[src/rtl/spkr_pkg.sv]
// Shared definitions for the speaker DAC SPI writer: widths, frame config bits, channel ids and FSM states.
package spkr_pkg;

    localparam int SPKR_SAMPLE_W = 12;
    localparam int SPKR_FRAME_W  = 16;

    localparam logic SPKR_CFG_BUF    = 1'b0;
    localparam logic SPKR_CFG_SHDN_N = 1'b1;

    localparam logic [1:0] SPKR_CH_A = 2'd0;
    localparam logic [1:0] SPKR_CH_B = 2'd1;
    localparam logic [1:0] SPKR_CH_C = 2'd2;
    localparam logic [1:0] SPKR_CH_D = 2'd3;

    typedef enum logic [2:0] {
        ST_IDLE  = 3'd0,
        ST_LOAD  = 3'd1,
        ST_SHIFT = 3'd2,
        ST_GAP   = 3'd3,
        ST_LDAC  = 3'd4,
        ST_FIN   = 3'd5
    } spkr_state_e;

    function automatic logic [SPKR_FRAME_W-1:0] spkr_frame(
        input logic [1:0]               ch,
        input logic [SPKR_SAMPLE_W-1:0] sample
    );
        return {ch, SPKR_CFG_BUF, SPKR_CFG_SHDN_N, sample};
    endfunction

endpackage

[src/rtl/spkr_spi_shifter.sv]
// SPI mode-0 serialiser: loads a 16-bit frame, emits sclk every CLK_DIV clk cycles per half-period,
// shifts mosi on sclk falling edges and flags the cycle of the final sclk fall with frame_done.
module spkr_spi_shifter
    import spkr_pkg::*;
#(
    parameter int CLK_DIV = 1
) (
    input  logic                    clk,
    input  logic                    rst,
    input  logic                    load,
    input  logic [SPKR_FRAME_W-1:0] frame,
    output logic                    sclk,
    output logic                    mosi,
    output logic                    frame_done
);

    logic [SPKR_FRAME_W-1:0] shreg_r;
    logic [15:0]             div_r;
    logic [4:0]              half_r;
    logic                    active_r;
    logic                    sclk_r;
    logic                    tick_s;

    assign tick_s     = active_r && (div_r == 16'(CLK_DIV - 1));
    assign frame_done = tick_s && (half_r == 5'd31);
    assign sclk       = sclk_r;
    assign mosi       = shreg_r[SPKR_FRAME_W-1];

    // Half-period divider, sclk toggle and MSB-first shift on falling edges
    always_ff @(posedge clk or posedge rst) begin
        if (rst) begin
            shreg_r  <= '0;
            div_r    <= 16'd0;
            half_r   <= 5'd0;
            active_r <= 1'b0;
            sclk_r   <= 1'b0;
        end else if (load) begin
            shreg_r  <= frame;
            div_r    <= 16'd0;
            half_r   <= 5'd0;
            active_r <= 1'b1;
            sclk_r   <= 1'b0;
        end else if (tick_s) begin
            div_r  <= 16'd0;
            half_r <= half_r + 5'd1;
            sclk_r <= ~sclk_r;
            // the last fall leaves bit 0 on the line; nothing follows it
            if (sclk_r && (half_r != 5'd31)) begin
                shreg_r <= {shreg_r[SPKR_FRAME_W-2:0], 1'b0};
            end
            if (half_r == 5'd31) begin
                active_r <= 1'b0;
            end
        end else if (active_r) begin
            div_r <= div_r + 16'd1;
        end
    end

endmodule

[src/rtl/spkr_dac_spi_writer.sv]
// Quad speaker DAC writer: latches four samples on start and sends one 16-bit SPI frame per channel.
// Define SPKR_DAC_LDAC_EN to pulse ldac_n after the last frame so all channels update together.
module spkr_dac_spi_writer
    import spkr_pkg::*;
#(
    parameter int CLK_DIV        = 1,
    parameter int CS_HIGH_CYCLES = 2,
    parameter int LDAC_CYCLES    = 2
) (
    input  logic        clk,
    input  logic        rst,
    input  logic        start,
    input  logic [11:0] data_a,
    input  logic [11:0] data_b,
    input  logic [11:0] data_c,
    input  logic [11:0] data_d,
    output logic        sclk,
    output logic        mosi,
    output logic        cs_n,
    output logic        ldac_n,
    output logic        busy,
    output logic        done
);

`ifdef SPKR_DAC_LDAC_EN
    localparam spkr_state_e ST_AFTER_LAST = ST_LDAC;
`else
    localparam spkr_state_e ST_AFTER_LAST = ST_FIN;
`endif

    spkr_state_e                    state_r;
    spkr_state_e                    state_s;
    logic [1:0]                     ch_r;
    logic [15:0]                    cnt_r;
    logic [3:0][SPKR_SAMPLE_W-1:0]  hold_r;
    logic                           cs_n_r;
    logic                           busy_r;
    logic                           done_r;
    logic                           load_s;
    logic                           frame_done_s;
    logic                           gap_end_s;
    logic                           ldac_end_s;
    logic [SPKR_FRAME_W-1:0]        frame_s;

    assign load_s     = (state_r == ST_LOAD);
    assign frame_s    = spkr_frame(ch_r, hold_r[ch_r]);
    assign gap_end_s  = (cnt_r == 16'(CS_HIGH_CYCLES - 1));
    assign ldac_end_s = (cnt_r == 16'(LDAC_CYCLES - 1));

    assign cs_n = cs_n_r;
    assign busy = busy_r;
    assign done = done_r;

    spkr_spi_shifter #(
        .CLK_DIV (CLK_DIV)
    ) u_shifter (
        .clk        (clk),
        .rst        (rst),
        .load       (load_s),
        .frame      (frame_s),
        .sclk       (sclk),
        .mosi       (mosi),
        .frame_done (frame_done_s)
    );

    // Sequencing: one LOAD/SHIFT/GAP pass per channel, then optional LDAC, then FIN
    always_comb begin
        state_s = state_r;
        case (state_r)
            ST_IDLE:  if (start) state_s = ST_LOAD; else state_s = ST_IDLE;
            ST_LOAD:  state_s = ST_SHIFT;
            ST_SHIFT: if (frame_done_s) state_s = ST_GAP; else state_s = ST_SHIFT;
            ST_GAP: begin
                if (!gap_end_s)              state_s = ST_GAP;
                else if (ch_r != SPKR_CH_D)  state_s = ST_LOAD;
                else                         state_s = ST_AFTER_LAST;
            end
            ST_LDAC:  if (ldac_end_s) state_s = ST_FIN; else state_s = ST_LDAC;
            ST_FIN:   state_s = ST_IDLE;
            default:  state_s = ST_IDLE;
        endcase
    end

    // State register
    always_ff @(posedge clk or posedge rst) begin
        if (rst) begin
            state_r <= ST_IDLE;
        end else begin
            state_r <= state_s;
        end
    end

    // Per-state cycle counter, channel index and sample holding registers
    always_ff @(posedge clk or posedge rst) begin
        if (rst) begin
            cnt_r  <= 16'd0;
            ch_r   <= SPKR_CH_A;
            hold_r <= '0;
        end else begin
            cnt_r <= (state_s != state_r) ? 16'd0 : cnt_r + 16'd1;
            // samples are captured only on acceptance, so inputs may change freely while busy
            if ((state_r == ST_IDLE) && start) begin
                hold_r <= {data_d, data_c, data_b, data_a};
            end
            if (state_r == ST_FIN) begin
                ch_r <= SPKR_CH_A;
            end else if ((state_r == ST_GAP) && gap_end_s && (ch_r != SPKR_CH_D)) begin
                ch_r <= ch_r + 2'd1;
            end
        end
    end

    // Registered strobes decoded from the current state
    always_ff @(posedge clk or posedge rst) begin
        if (rst) begin
            cs_n_r <= 1'b1;
            busy_r <= 1'b0;
            done_r <= 1'b0;
        end else begin
            cs_n_r <= !((state_r == ST_LOAD) || (state_r == ST_SHIFT));
            busy_r <= (state_r == ST_LOAD) || (state_r == ST_SHIFT) ||
                      (state_r == ST_GAP)  || (state_r == ST_LDAC);
            done_r <= (state_r == ST_FIN);
        end
    end

`ifdef SPKR_DAC_LDAC_EN
    logic ldac_n_r;

    // LDAC strobe, same one-cycle registration as the other strobes
    always_ff @(posedge clk or posedge rst) begin
        if (rst) begin
            ldac_n_r <= 1'b1;
        end else begin
            ldac_n_r <= (state_r != ST_LDAC);
        end
    end

    assign ldac_n = ldac_n_r;
`else
    assign ldac_n = 1'b1;
`endif

endmodule
[config.mk]
export PLATFORM = sky130hd
export DESIGN_NAME = spkr_dac_spi_writer
export DESIGN_NICKNAME = d
export VERILOG_FILES = /design/src/rtl/spkr_pkg.sv /design/src/rtl/spkr_spi_shifter.sv /design/src/rtl/spkr_dac_spi_writer.sv
export SDC_FILE = /design/constraint.sdc
export NUM_CORES = 1
export LEC_CHECK = 0
export ABC_AREA = 1
export CORE_MARGIN = 10
export CORE_UTILIZATION = 52
export DETAILED_ROUTE_END_ITERATION = 12
export PLACE_DENSITY = 0.77
export SYNTH_ARGS = -nofsm -noshare
export SYNTH_HDL_FRONTEND = slang
export SYNTH_HIERARCHICAL = 1
export SYNTH_SLANG_ARGS = --single-unit
[constraint.sdc]
create_clock -name clk -period 1.97 [get_ports clk]
set_clock_uncertainty 0.15 [all_clocks]
set_input_delay 0.197 -clock clk [delete_from_list [all_inputs] [get_ports clk]]
set_output_delay 0.197 -clock clk [all_outputs]
set_load 0.05 [all_outputs]
==> results.cfg <==
[die]
start_util_pct = 53.23
ioPinCount = 57
fp.dieW_microns = 125.3
fp.dieH_microns = 125.3
dieArea_sq_mm = 0.01571
row_count = 38
coreArea_sq_mm = 0.01084

[logic_synthesis]
ys_warn_count = 6
syn_inst = 766
avgSynthCellArea_sq_um = 7.533
synthDistinctLibCells = 32
ys_seq_elements = 111
ys_async_sr_fraction_pct = 100.0
synthFlopType = dfrtp_1
seq_area_frac_synth_pct = 48.16
synth_edf_count = 0
netlist_area_sq_mm = 0.005771

[sta]
setup_violations = 16
tightest_slew_ns = 0.5125
slew_headroom_pct = 65.83
layout_setup_ws_ns = -0.04556
slew_viol_final = 0
rsz0062_at_grt = true
clock.fmax_ghz = 0.4961
finalCritPeriodShare_pct = 102.3
hold_slack_ns = 0.06520
finalHoldViolCount = 0
period_minus_slack_ns = 2.016

[placed_design]
numPortBuffers = 55
place_inst = 961
post-place-ws_ns = -0.1755
gp_routability_congestion = 0.8699
dp_hpwl_mm = 9.868

[clocking]
insertion_delay_ns = 0.38
cts.sinks = 111
cts_root_buf = clkbuf_8
cts_buffers = 9
clk_path_buf_depth = 2
clk_pin_slew_ns = 0.11
h-tree-depth = 3
cts_tree = done

[layout]
nNetsFinal = 901
final_cell_mix = nand2_1, dfrtp_1, nor2_1
area_growth_pct = 21.14
multi_input_area_sq_mm = 0.002701
regArea_sq_mm = 0.002779
final.fill_count = 914
drive_gt1_share_pct = 13.09
layout_commonest_cell = nand2_1
diodes = 0
fin_cells = 988
utilization_pct = 64.49

[detailed_routing]
first_pass_iters = 7
via_per_inst = 5.198
num_vias = 5136
routedWlPerCell_microns = 14.13
drc = 0
detail_route.iter0.violations = 345
antenna_left = 0
routed_wl_mm = 13.96

[power]
leakagePower_nw = 3.562
power_mw = 3.887
ir_worst_vdd_mv = 0.3616
p_per_area_mw_per_mm2 = 556.1

[worst_setup_path]
worst-path-max-fanout = 8
r2r_end = cnt_r[14]
worstReg2RegStart = u_shifter/div_r[1]
path_class = register to register
ff2ff_setup_slack_ns = -0.05
worstPathArrival_ns = 2.13
r2r_cells = 13
critical_path_required_ns = 2.08
crit_start = u_shifter/div_r[1]
worst_setup_path_start_kind = register
critPathCaptureType = register

[global_routing]
first_global_vias = 5133
grt_overflow = 0
grt_pass1_wl_mm = 23.81
grt_antenna_before_repair = 0
grtUsageTotal_pct = 17.66
grt_max_degree = 49

[status]
status = complete, but fails checks
violations = negative setup slack

[hold_path]
hp-class = primary input to async pin

[job]
drv_cap = 0
critical path: stages (launching register included):
cell,delay [ns]
dfrtp_1,0.43
inv_2,0.09
ha_4,0.13
nand4_1,0.13
nor2_4,0.18
nand2_4,0.07
nor2_4,0.11
nor2_2,0.04
nor2_2,0.12
nor2_4,0.05
nand3_2,0.08
nand2_4,0.07
nand3_4,0.16
nor2_2,0.06
cells by family (layout without fill, tap and decap cells):
group | after synthesis | count (layout) | share of synthesized area (%)
AND/OR/NAND/NOR | 489 | 490 | 35.71
AO/OA/AOI/OAI | 56 | 56 | 5.290
other | 2 | 3 | 0.1301
adder cells (fa/ha/maj) | 7 | 7 | 1.518
XOR/XNOR | 16 | 16 | 2.429
flip-flops | 111 | 111 | 48.16
buffers and inverters | 85 | 165 | 6.765
power by group:
| part | switching, mW | internal [mW] | total (mW) |
|---|---|---|---|
| Sequential | 0 | 2.28 | 2.28 |
| Combinational | 0.0662 | 0.0957 | 0.162 |
| Clock | 0.754 | 0.695 | 1.45 |
| Total | 0.820 | 3.07 | 3.89 |
layout make-up:
type,instances,share of cell area (%)
sequential,111,39.75
multi-input combinational,572,38.64
timing repair buffer,95,13.05
inverter,54,3.043
tap,140,2.506
clock buffer,14,2.470
clock inverter,2,0.5370
sequential cells by signal, indices dropped and copies added (netlist names):
signal and count:
state_r 3, u_shifter/div_r 16, cnt_r 16, cs_n 1
u_shifter/active_r 1, hold_r 48, u_shifter/half_r 5, u_shifter/sclk 1
u_shifter/shreg_r 16, done 1, busy 1, ch_r 2
layer usage:
metal | global-route usage (%) | up-vias | wire, microns
li1 | - | 2539 | -
met5 | 0 | - | 0
met4 | 6.233 | 0 | 259
met1 | 22.11 | 2435 | 6212
met2 | 29.81 | 139 | 6828
met3 | 3.338 | 23 | 661
synth_stat cells, types with 7 or more instances:
cell | count | area (sq um)
buf_2 | 9 | 45.04
clkbuf_1 | 8 | 30.03
dfrtp_1 | 110 | 2753
ha_1 | 7 | 87.58
inv_1 | 50 | 187.7
nand2_1 | 287 | 1077
nand3_1 | 63 | 315.3
nor2_1 | 98 | 367.9
nor2_2 | 15 | 93.84
o21ai_0 | 32 | 160.2
o22ai_1 | 12 | 75.07
xor2_1 | 13 | 113.9
stage by stage:
| step | setup TNS [ns] | cell area [sq um] |
|---|---|---|
| 6_report | -0.4408 | 6990 |
| 5_1_grt | -3.173 | 6990 |
| 4_1_cts | -0.004307 | 6895 |
| 3_5_place_dp | -2.350 | 6611 |
| 3_3_place_gp | -0.9862 | 6611 |
| 2_1_floorplan | -0.2937 | 5792 |
worst max path at each step:
stage                     slack [ns]         to  cells past startpoint
after CTS                     -0.004   cnt_r[4]                     13
final                          -0.05  cnt_r[14]                     13
after floorplan                -0.03   cnt_r[5]                     14
after global placement         -0.08   cnt_r[1]                     13
after detailed placement       -0.18   cnt_r[4]                     13
after global routing           -0.14  cnt_r[10]                     13
repair_timing:
item,4_1_cts,5_1_grt
buffers inserted,4,6
pin swaps,5,8
hold buffers,0,0
cloned,1,0
resized for setup,10,17
endpoints found under the setup margin,17,50
Power figures use the tool's default switching activity.
